--- config.mk ---
export PLATFORM = sky130hd
export DESIGN_NAME = msix_vec_gen
export DESIGN_NICKNAME = d
export VERILOG_FILES = /design/src/rtl/msix_vec_gen.sv
export SDC_FILE = /design/constraint.sdc
export NUM_CORES = 1
export LEC_CHECK = 0
export CAP_MARGIN = 20
export CORE_MARGIN = 4
export CORE_UTILIZATION = 60
export DETAILED_ROUTE_END_ITERATION = 10
export MAX_ROUTING_LAYER = met4
export PLACE_DENSITY = 0.78
export SLEW_MARGIN = 20
export SYNTH_ARGS = -nofsm -noshare
export SYNTH_HDL_FRONTEND = slang
export SYNTH_SLANG_ARGS = --single-unit
--- constraint.sdc ---
create_clock -name clk -period 12.82 [get_ports clk]
set_clock_uncertainty 0.2 [all_clocks]
set_input_delay 1.923 -clock clk [delete_from_list [all_inputs] [get_ports clk]]
set_output_delay 1.923 -clock clk [all_outputs]
set_load 0.02 [all_outputs]
--- src/rtl/msix_vec_gen.sv ---
// msix_vec_gen: MSI-X message generator.
// Holds a per-vector table (address, data, mask) and a pending-bit array.
// Pending, unmasked vectors are granted round-robin. Each grant produces one
// DW memory write toward the host.
//
// Ports:
//   clk, rst_n        clock, synchronous active-low reset
//   msix_en           MSI-X enable
//   func_mask         function mask, blocks all issuance while high
//   tbl_wr_*          table entry write (index, address, data, mask)
//   intr_req          per-vector one-cycle interrupt request
//   wr_valid/ready    DW write handshake; wr_addr/wr_data is the payload
//   pba               pending bit array
//   sent_pulse/idx    one-cycle report of an accepted write
//   err_pulse         one-cycle report of a vector dropped for a bad address
module msix_vec_gen #(
    parameter int unsigned NUM_VEC = 8,
    parameter int unsigned IDX_W   = $clog2(NUM_VEC)
) (
    input  logic               clk,
    input  logic               rst_n,
    input  logic               msix_en,
    input  logic               func_mask,
    input  logic               tbl_wr_en,
    input  logic [IDX_W-1:0]   tbl_wr_idx,
    input  logic [63:0]        tbl_wr_addr,
    input  logic [31:0]        tbl_wr_data,
    input  logic               tbl_wr_mask,
    input  logic [NUM_VEC-1:0] intr_req,
    output logic               wr_valid,
    input  logic               wr_ready,
    output logic [63:0]        wr_addr,
    output logic [31:0]        wr_data,
    output logic [NUM_VEC-1:0] pba,
    output logic               sent_pulse,
    output logic [IDX_W-1:0]   sent_idx,
    output logic               err_pulse
);

    typedef enum logic {
        S_IDLE  = 1'b0,
        S_ISSUE = 1'b1
    } state_t;

    state_t             state;
    logic [63:0]        tbl_addr [NUM_VEC];
    logic [31:0]        tbl_data [NUM_VEC];
    logic [NUM_VEC-1:0] tbl_mask;
    logic [IDX_W-1:0]   rr_ptr;
    logic [IDX_W-1:0]   cur_idx;

    logic [NUM_VEC-1:0] elig_c;
    logic               grant_vld_c;
    logic [IDX_W-1:0]   grant_idx_c;
    logic [IDX_W-1:0]   rr_next_c;
    logic               grant_bad_c;
    logic [NUM_VEC-1:0] grant_clr_c;
    logic               idx_ok_c;

    // Vectors that may issue right now.
    assign elig_c = (msix_en && !func_mask) ? (pba & ~tbl_mask) : '0;

    // Round-robin search starting at rr_ptr; first eligible vector wins.
    always_comb begin
        int unsigned j;
        j           = 0;
        grant_vld_c = 1'b0;
        grant_idx_c = '0;
        for (int unsigned k = 0; k < NUM_VEC; k++) begin
            j = 32'(rr_ptr) + k;
            if (j >= NUM_VEC) begin
                j = j - NUM_VEC;
            end
            if (!grant_vld_c && elig_c[IDX_W'(j)]) begin
                grant_vld_c = 1'b1;
                grant_idx_c = IDX_W'(j);
            end
        end
    end

    // Pointer moves just past the granted vector, wrapping at NUM_VEC.
    assign rr_next_c = (32'(grant_idx_c) + 32'd1 >= NUM_VEC) ? '0
                                                             : grant_idx_c + IDX_W'(1);

    // A zero or non-DW-aligned address cannot be issued.
    assign grant_bad_c = (tbl_addr[grant_idx_c] == 64'd0) ||
                         (tbl_addr[grant_idx_c][1:0] != 2'b00);

    assign idx_ok_c = (32'(tbl_wr_idx) < NUM_VEC);

    // Pending bit cleared by this cycle's grant.
    always_comb begin
        grant_clr_c = '0;
        if (state == S_IDLE && grant_vld_c) begin
            grant_clr_c[grant_idx_c] = 1'b1;
        end
    end

    // MSI-X table storage; a write is visible from the next cycle.
    always_ff @(posedge clk) begin
        if (!rst_n) begin
            tbl_mask <= '1;
            for (int i = 0; i < NUM_VEC; i++) begin
                tbl_addr[i] <= 64'd0;
                tbl_data[i] <= 32'd0;
            end
        end else if (tbl_wr_en && idx_ok_c) begin
            tbl_addr[tbl_wr_idx] <= tbl_wr_addr;
            tbl_data[tbl_wr_idx] <= tbl_wr_data;
            tbl_mask[tbl_wr_idx] <= tbl_wr_mask;
        end
    end

    // Pending bits, grant FSM and registered outputs.
    always_ff @(posedge clk) begin
        if (!rst_n) begin
            state      <= S_IDLE;
            wr_valid   <= 1'b0;
            wr_addr    <= 64'd0;
            wr_data    <= 32'd0;
            pba        <= '0;
            sent_pulse <= 1'b0;
            sent_idx   <= '0;
            err_pulse  <= 1'b0;
            rr_ptr     <= '0;
            cur_idx    <= '0;
        end else begin
            sent_pulse <= 1'b0;
            err_pulse  <= 1'b0;
            // A new request beats the grant clear of the same vector.
            pba        <= (pba & ~grant_clr_c) | intr_req;
            case (state)
                S_IDLE: begin
                    if (grant_vld_c) begin
                        rr_ptr  <= rr_next_c;
                        cur_idx <= grant_idx_c;
                        wr_addr <= tbl_addr[grant_idx_c];
                        wr_data <= tbl_data[grant_idx_c];
                        if (grant_bad_c) begin
                            err_pulse <= 1'b1;
                        end else begin
                            wr_valid <= 1'b1;
                            state    <= S_ISSUE;
                        end
                    end
                end
                S_ISSUE: begin
                    // Payload is held until accepted regardless of enables or table updates.
                    if (wr_ready) begin
                        wr_valid   <= 1'b0;
                        sent_pulse <= 1'b1;
                        sent_idx   <= cur_idx;
                        state      <= S_IDLE;
                    end
                end
                default: state <= S_IDLE;
            endcase
        end
    end

endmodule

=== Yosys cells after proc, flatten, opt, wreduce, memory -nomap -nowiden ===
Memory sizes are Yosys's and may differ from the RTL's. A register that Yosys moved wholly into a read port is not among the register bits.
Cells that the tools add are included.

* Latch bits: 0
* ROM bits: 0
* Register bits after elaboration: 93
* RAM bits: 768
* Bits of input ports: 114
* Memories: 2
* Output and inout bits: 110

* $add $sub $neg: 17
* Shifts and indexed selects: 0
* Multiply operators: 0
* Muxes and demuxes: 68
* Equality and inequality tests: 3
* $lt $le $gt $ge: 21
* Reduce and logical (&&, ||, !) cells: 30
* Div/mod/pow operators: 0
* Bitwise logic cells: 8

{| class="wikitable"
|+ Memories
! name !! words !! width !! rd ports !! clocked after Yosys merged registers in !! write ports !! line !! text
|-
| tbl_addr || 8 || 64 || 1 || 0 || 8 || 46 || <nowiki>logic [63:0] tbl_addr [NUM_VEC];</nowiki>
|-
| tbl_data || 8 || 32 || 1 || 1 || 8 || 47 || <nowiki>logic [31:0] tbl_data [NUM_VEC];</nowiki>
|}

{| class="wikitable"
|+ Operators with widths
! operator !! count
|-
| 64-bit logical NOT || 1
|-
| 64-bit two-way mux || 1
|-
| 64-bit OR reduction || 1
|-
| 3-bit two-way mux || 19
|-
| 3-bit by 4-bit less-than comparator with 1-bit output (second input constant) || 10
|-
| 4-bit >= comparator (second input constant) || 8
|-
| 1-bit two-way mux || 32
|-
| 32-bit two-way mux || 1
|-
| 32-bit OR reduction || 1
|-
| 1-bit binary-select mux with 3-bit select || 8
|-
| 3-bit by 1-bit subtractor with 3-bit output (second input constant) || 8
|-
| 3-bit by 3-bit adder with 4-bit output (second input constant) || 4
|-
| 8-bit AND || 2
|-
| 8-bit two-way mux || 2
|-
| 8-bit NOT || 2
|-
| 1-bit logical AND || 11
|-
| 1-bit logical NOT || 9
|-
| 3-bit by 1-bit adder with 4-bit output (second input constant) || 2
|-
| 3-bit by 2-bit adder with 4-bit output (second input constant) || 2
|-
| 8-bit bitwise mux || 1
|-
| 8-bit bitwise OR || 1
|-
| 1-bit demux with 3-bit select || 2
|-
| 3-bit by 1-bit >= comparator with 1-bit output (second input constant) || 2
|-
| 2-bit inequality test (second input constant) || 3
|-
| 9 further kinds || 14
|}

=== Depth between registers and ports, before layout ===
* Depth in word-level cells: 35
* Gate-level depth with buffers: 25
* Depth with buffers taken out: 17

=== Least setup slack after synthesis ===
No wires, ideal clock.

* Path kind: input to register
* From: in tbl_wr_idx[0]
* To: mem tbl_addr[0][0], enable pin
* Library setup time: 696 ps
* Path buffers: 0
* Setup slack: 2,701 ps
* Data arrival time: 9,223 ps
* Stages on the path: 2
* Data required time: 11,924 ps
* Cell sequence: nand2b_1 o31ai_1

{| class="wikitable"
|+ RTL lines
! what !! line !! text
|-
| start, declared || 25 || <nowiki>input logic [IDX_W-1:0] tbl_wr_idx,</nowiki>
|-
| end, declared || 46 ||
|}

=== Worst setup path in the final report ===
* From: reg rr_ptr[0]
* To: reg state

* Cells in the longest elaborated chain, start to end: 32
* Elaborated cells on any way between the ends: 84
* Those cells by class: add/sub: 15; order compare: 8; mux: 43; reduce/logical: 17; memory: 1

{| class="wikitable"
|+ RTL lines
! what !! line !! text
|-
| start, declared || 49 || <nowiki>logic [IDX_W-1:0] rr_ptr;</nowiki>
|-
| start signal, assigned || 135 || <nowiki>rr_ptr <= rr_next_c;</nowiki>
|-
| branches (longest 30 deep; another with 3-bit by 1-bit adder with 4-bit output) || -- ||
|-
| 1-bit two-way mux * || 134 || <nowiki>if (grant_vld_c) begin</nowiki>
|-
| 1-bit case mux with 2 select lines * || 132 || <nowiki>case (state)</nowiki>
|-
| end signal, assigned || 143 || <nowiki>state <= S_ISSUE;</nowiki>
|-
| end signal, assigned || 153 || <nowiki>state <= S_IDLE;</nowiki>
|-
| end signal, assigned || 156 || <nowiki>default: state <= S_IDLE;</nowiki>
|-
| end, declared || 45 || <nowiki>state_t state;</nowiki>
|}

Every way passes the cells marked *. The select of a mux whose other input is x is not followed.
A chain may end at the register's enable or synchronous reset.

==> impl_metrics.tcl <==
set metrics [dict create \
    outcome "finished clean" \
    synth_cells 3463 \
    crit_slowest_cell "dfxtp_1" \
    maxCapViolCount 0 \
    hold_violations 0 \
    drive_gt1_frac 0.0698 \
    yosysMostFrequentCell "edfxtp_1" \
    cp.arrival_ns 8.48 \
    hold_buffers 0 \
    first_global_vias 29500 \
    period_minus_slack_ns 8.18 \
    ir_worst_vdd_mv 0.315 \
    fin_crit_sh 0.638 \
    yosysWarnings 0 \
    area_growth_pct 14.6 \
    cts_buffers 91 \
    cts_buffer_depth 3 \
    fmaxAchievable_ghz 0.122 \
    p_per_area_nw_per_um2 237 \
    synth-main-ff-cell "edfxtp_1" \
    grt_use_met3 0.0457 \
    wirelength_um 120000 \
    grt_pass1_wl_um 180000 \
    initial_core_util 0.609 \
    critPathCaptureType "flip-flop" \
    ctsRootBufferMaster "clkbuf_16" \
    rsz0062_at_grt "no" \
    final.setup.tns_ns 0 \
    crit_fanout 55 \
    relSlewSlack 0.209 \
    ff2ff_setup_slack_ns 4.64 \
    rows 95 \
    min_path_type "flip-flop to flip-flop" \
    grt.met1_usage 0.440 \
    die_area_um2 72800 \
    syn_area_per_cell_um2 11.9 \
    clock-sinks 893 \
    synth_seq_area_share 0.621 \
    gp_congestion 0.889 \
    netlist_top_cells_count "edfxtp_1 (768), and2_1 (675), nand2_1 (375), mux2i_1 (274), nand3_1 (249)" \
    drc 0 \
    reg2reg_to "state" \
    io_pins 224 \
    drt-wirelength-per-cell_um 26.4 \
    synth_nets 3580 \
    worst_slack_ns 4.64 \
    cp-endpoint "state" \
    dp_hpwl_um 67300 \
    fin_nets 3691 \
    die_x_um 270 \
    drt_pass1_iterations 6 \
    required_ns 13.12 \
    cts_setup_buffers 0 \
    antenna_found_initial 14 \
    num_vias 29300 \
    pre_cts_ws_ns 4.12 \
    setup_violations 0 \
    syn_area_um2 41100 \
    ys_seq_elements 893 \
    io_buffers 223 \
    crit_top_cell "buf_4" \
    finalMaxSlewViolations 0 \
    cts.repair.resized 0 \
    netlist-cell-type-count 88 \
    critPathMaxStageDelay_ns 0.96 \
    ant_nets 0 \
    clk_latency_ns 0.66 \
    worstReg2RegStart "rr_ptr[0]" \
    reg2reg_depth 18 \
    crit_path_cell_trace "inv_1 > ha_1 > and4b_1 > or4_4 > mux2_4 > o2bb2ai_2 > or3_1 > nor4_1 > nor2_4 > buf_4 > inv_4 > buf_4 > mux2i_1 > nand4_1 > a211o_1 > or4_1 > nor4_2 > o31ai_1" \
    postSynth.asyncResetShare 0 \
    die_h_um 270 \
    grt-busiest-layer "met2" \
    startpoint "rr_ptr[0]" \
    synth_top_area_share 0.561 \
    clkTransAtPathRegs_ns 0.06 \
    htree_num_levels 3 \
    leakage_uw 0.0177 \
    synth_edf_count 768 \
    start_kind "flip-flop" \
    critPathKind "flip-flop to flip-flop" \
    hold_ws_ns 0.259 \
    cts_tree "done" \
    synth_area_leader_cell "edfxtp_1" \
    viasPerCell 6.45 \
    synth_area_leaders "edfxtp_1 (56%), and2_1 (10%), mux2i_1 (6.7%)" \
    core_um2 67500 \
    grt-ovfl-total 0 \
    grtUsageTotal 0.333 \
    worst_pin_slew_ns 1.19 \
    grtUsageMet2 0.527 \
    drtIter0Drc 3512 \
    grt_max_degree 181 \
]
-- sequential cells by signal, indices dropped and copies added, names as in the netlist --
| register | flops |
|---|---|
| state | 1 |
| pba | 8 |
| tbl_addr | 512 |
| tbl_mask | 8 |
| sent_idx | 3 |
| cur_idx | 3 |
| wr_valid | 1 |
| sent_pulse | 1 |
| wr_data | 32 |
| wr_addr | 64 |
| err_pulse | 1 |
| tbl_data | 256 |
| rr_ptr | 3 |
-- placed cells by master, fill, tap and decap left out, drive strengths merged, types with 11 or more instances in the layout --
cell type,count
bufinv,11
or3,18
o22ai,20
diode,14
a211oi,37
clkinv,36
nor2,165
or4,13
nor4,19
edfxtp,768
clkbuf,123
nand2,375
a311oi,47
mux2,12
and3,112
mux2i,274
dfxtp,125
buf,50
o21ai,26
nor3,41
a21oi,24
a221oi,34
o221ai,22
clkdlybuf4s50,223
nand4,13
and2,675
nand3,249
-- cell families (layout without fill, tap and decap cells) --
| logic type | after synthesis | in the layout | synth area share |
|---|---|---|---|
| AND/OR/NAND/NOR | 1731 | 1731 | 0.226 |
| adder cells (fa/ha/maj) | 3 | 3 | 0.000913 |
| multiplexers | 288 | 288 | 0.0712 |
| flip-flops | 893 | 893 | 0.621 |
| XOR/XNOR | 4 | 4 | 0.000852 |
| buffers and inverters | 263 | 453 | 0.0266 |
| AO/OA/AOI/OAI | 281 | 281 | 0.0530 |
| other | 0 | 14 | 0 |
-- cell type report --
cell class / count / area [µm²]
Clock buffer: 123 / 2500
Inverter: 8 / 36.3
Timing Repair Buffer: 273 / 2660
Antenna cell: 14 / 35.0
Fill cell: 4735 / 20400
Clock inverter: 49 / 592
Tap cell: 873 / 1090
Multi-Input combinational cell: 2307 / 14700
Sequential cell: 893 / 25600
-- worst min-delay path by stage --
stage	start	depth (start not counted)	slack (ns)	endpoint
after floorplan	cur_idx[2]	2	0.24	cur_idx[2]
after global placement	sent_idx[1]	2	0.25	sent_idx[1]
after detailed placement	sent_idx[0]	2	0.26	sent_idx[0]
after CTS	sent_idx[0]	2	0.27	sent_idx[0]
after global routing	sent_idx[0]	2	0.30	sent_idx[0]
final	sent_idx[1]	2	0.26	sent_idx[1]
-- worst max-delay path, delay by kind of cell (launching register included) --
| kind | cells | cell delay [ns] |
|---|---|---|
| muxes | 2 | 0.56 |
| AOI/OAI and AO/OA | 3 | 0.73 |
| adders and majority gates | 1 | 0.62 |
| and+or+nand+nor | 8 | 3.05 |
| DFF | 1 | 0.96 |
| buffers and inverters | 4 | 1.85 |
-- power by group --
group,internal (µW),switching [µW],total [µW]
clock network,1600,1130,2730
logic,1670,3120,4790
registers,3470,201,3670
total,6740,4450,11200
-- through the flow --
stage	util	total power, µW	instances	instance area [µm²]
CTS	0.698	11100	4526	47100
global placement	0.652	8310	4354	44000
floorplan	-	6940	3463	41100
detailed placement	0.652	8430	4354	44000
finish	0.698	11200	4540	47200
global route	0.698	11700	4538	47200
-- per-layer routing --
layer,share of wire,vias up
met5,0,-
met4,0.033,0
met3,0.085,258
met2,0.48,1546
met1,0.40,14700
li1,-,12800
(Power assumes the default switching activity.)
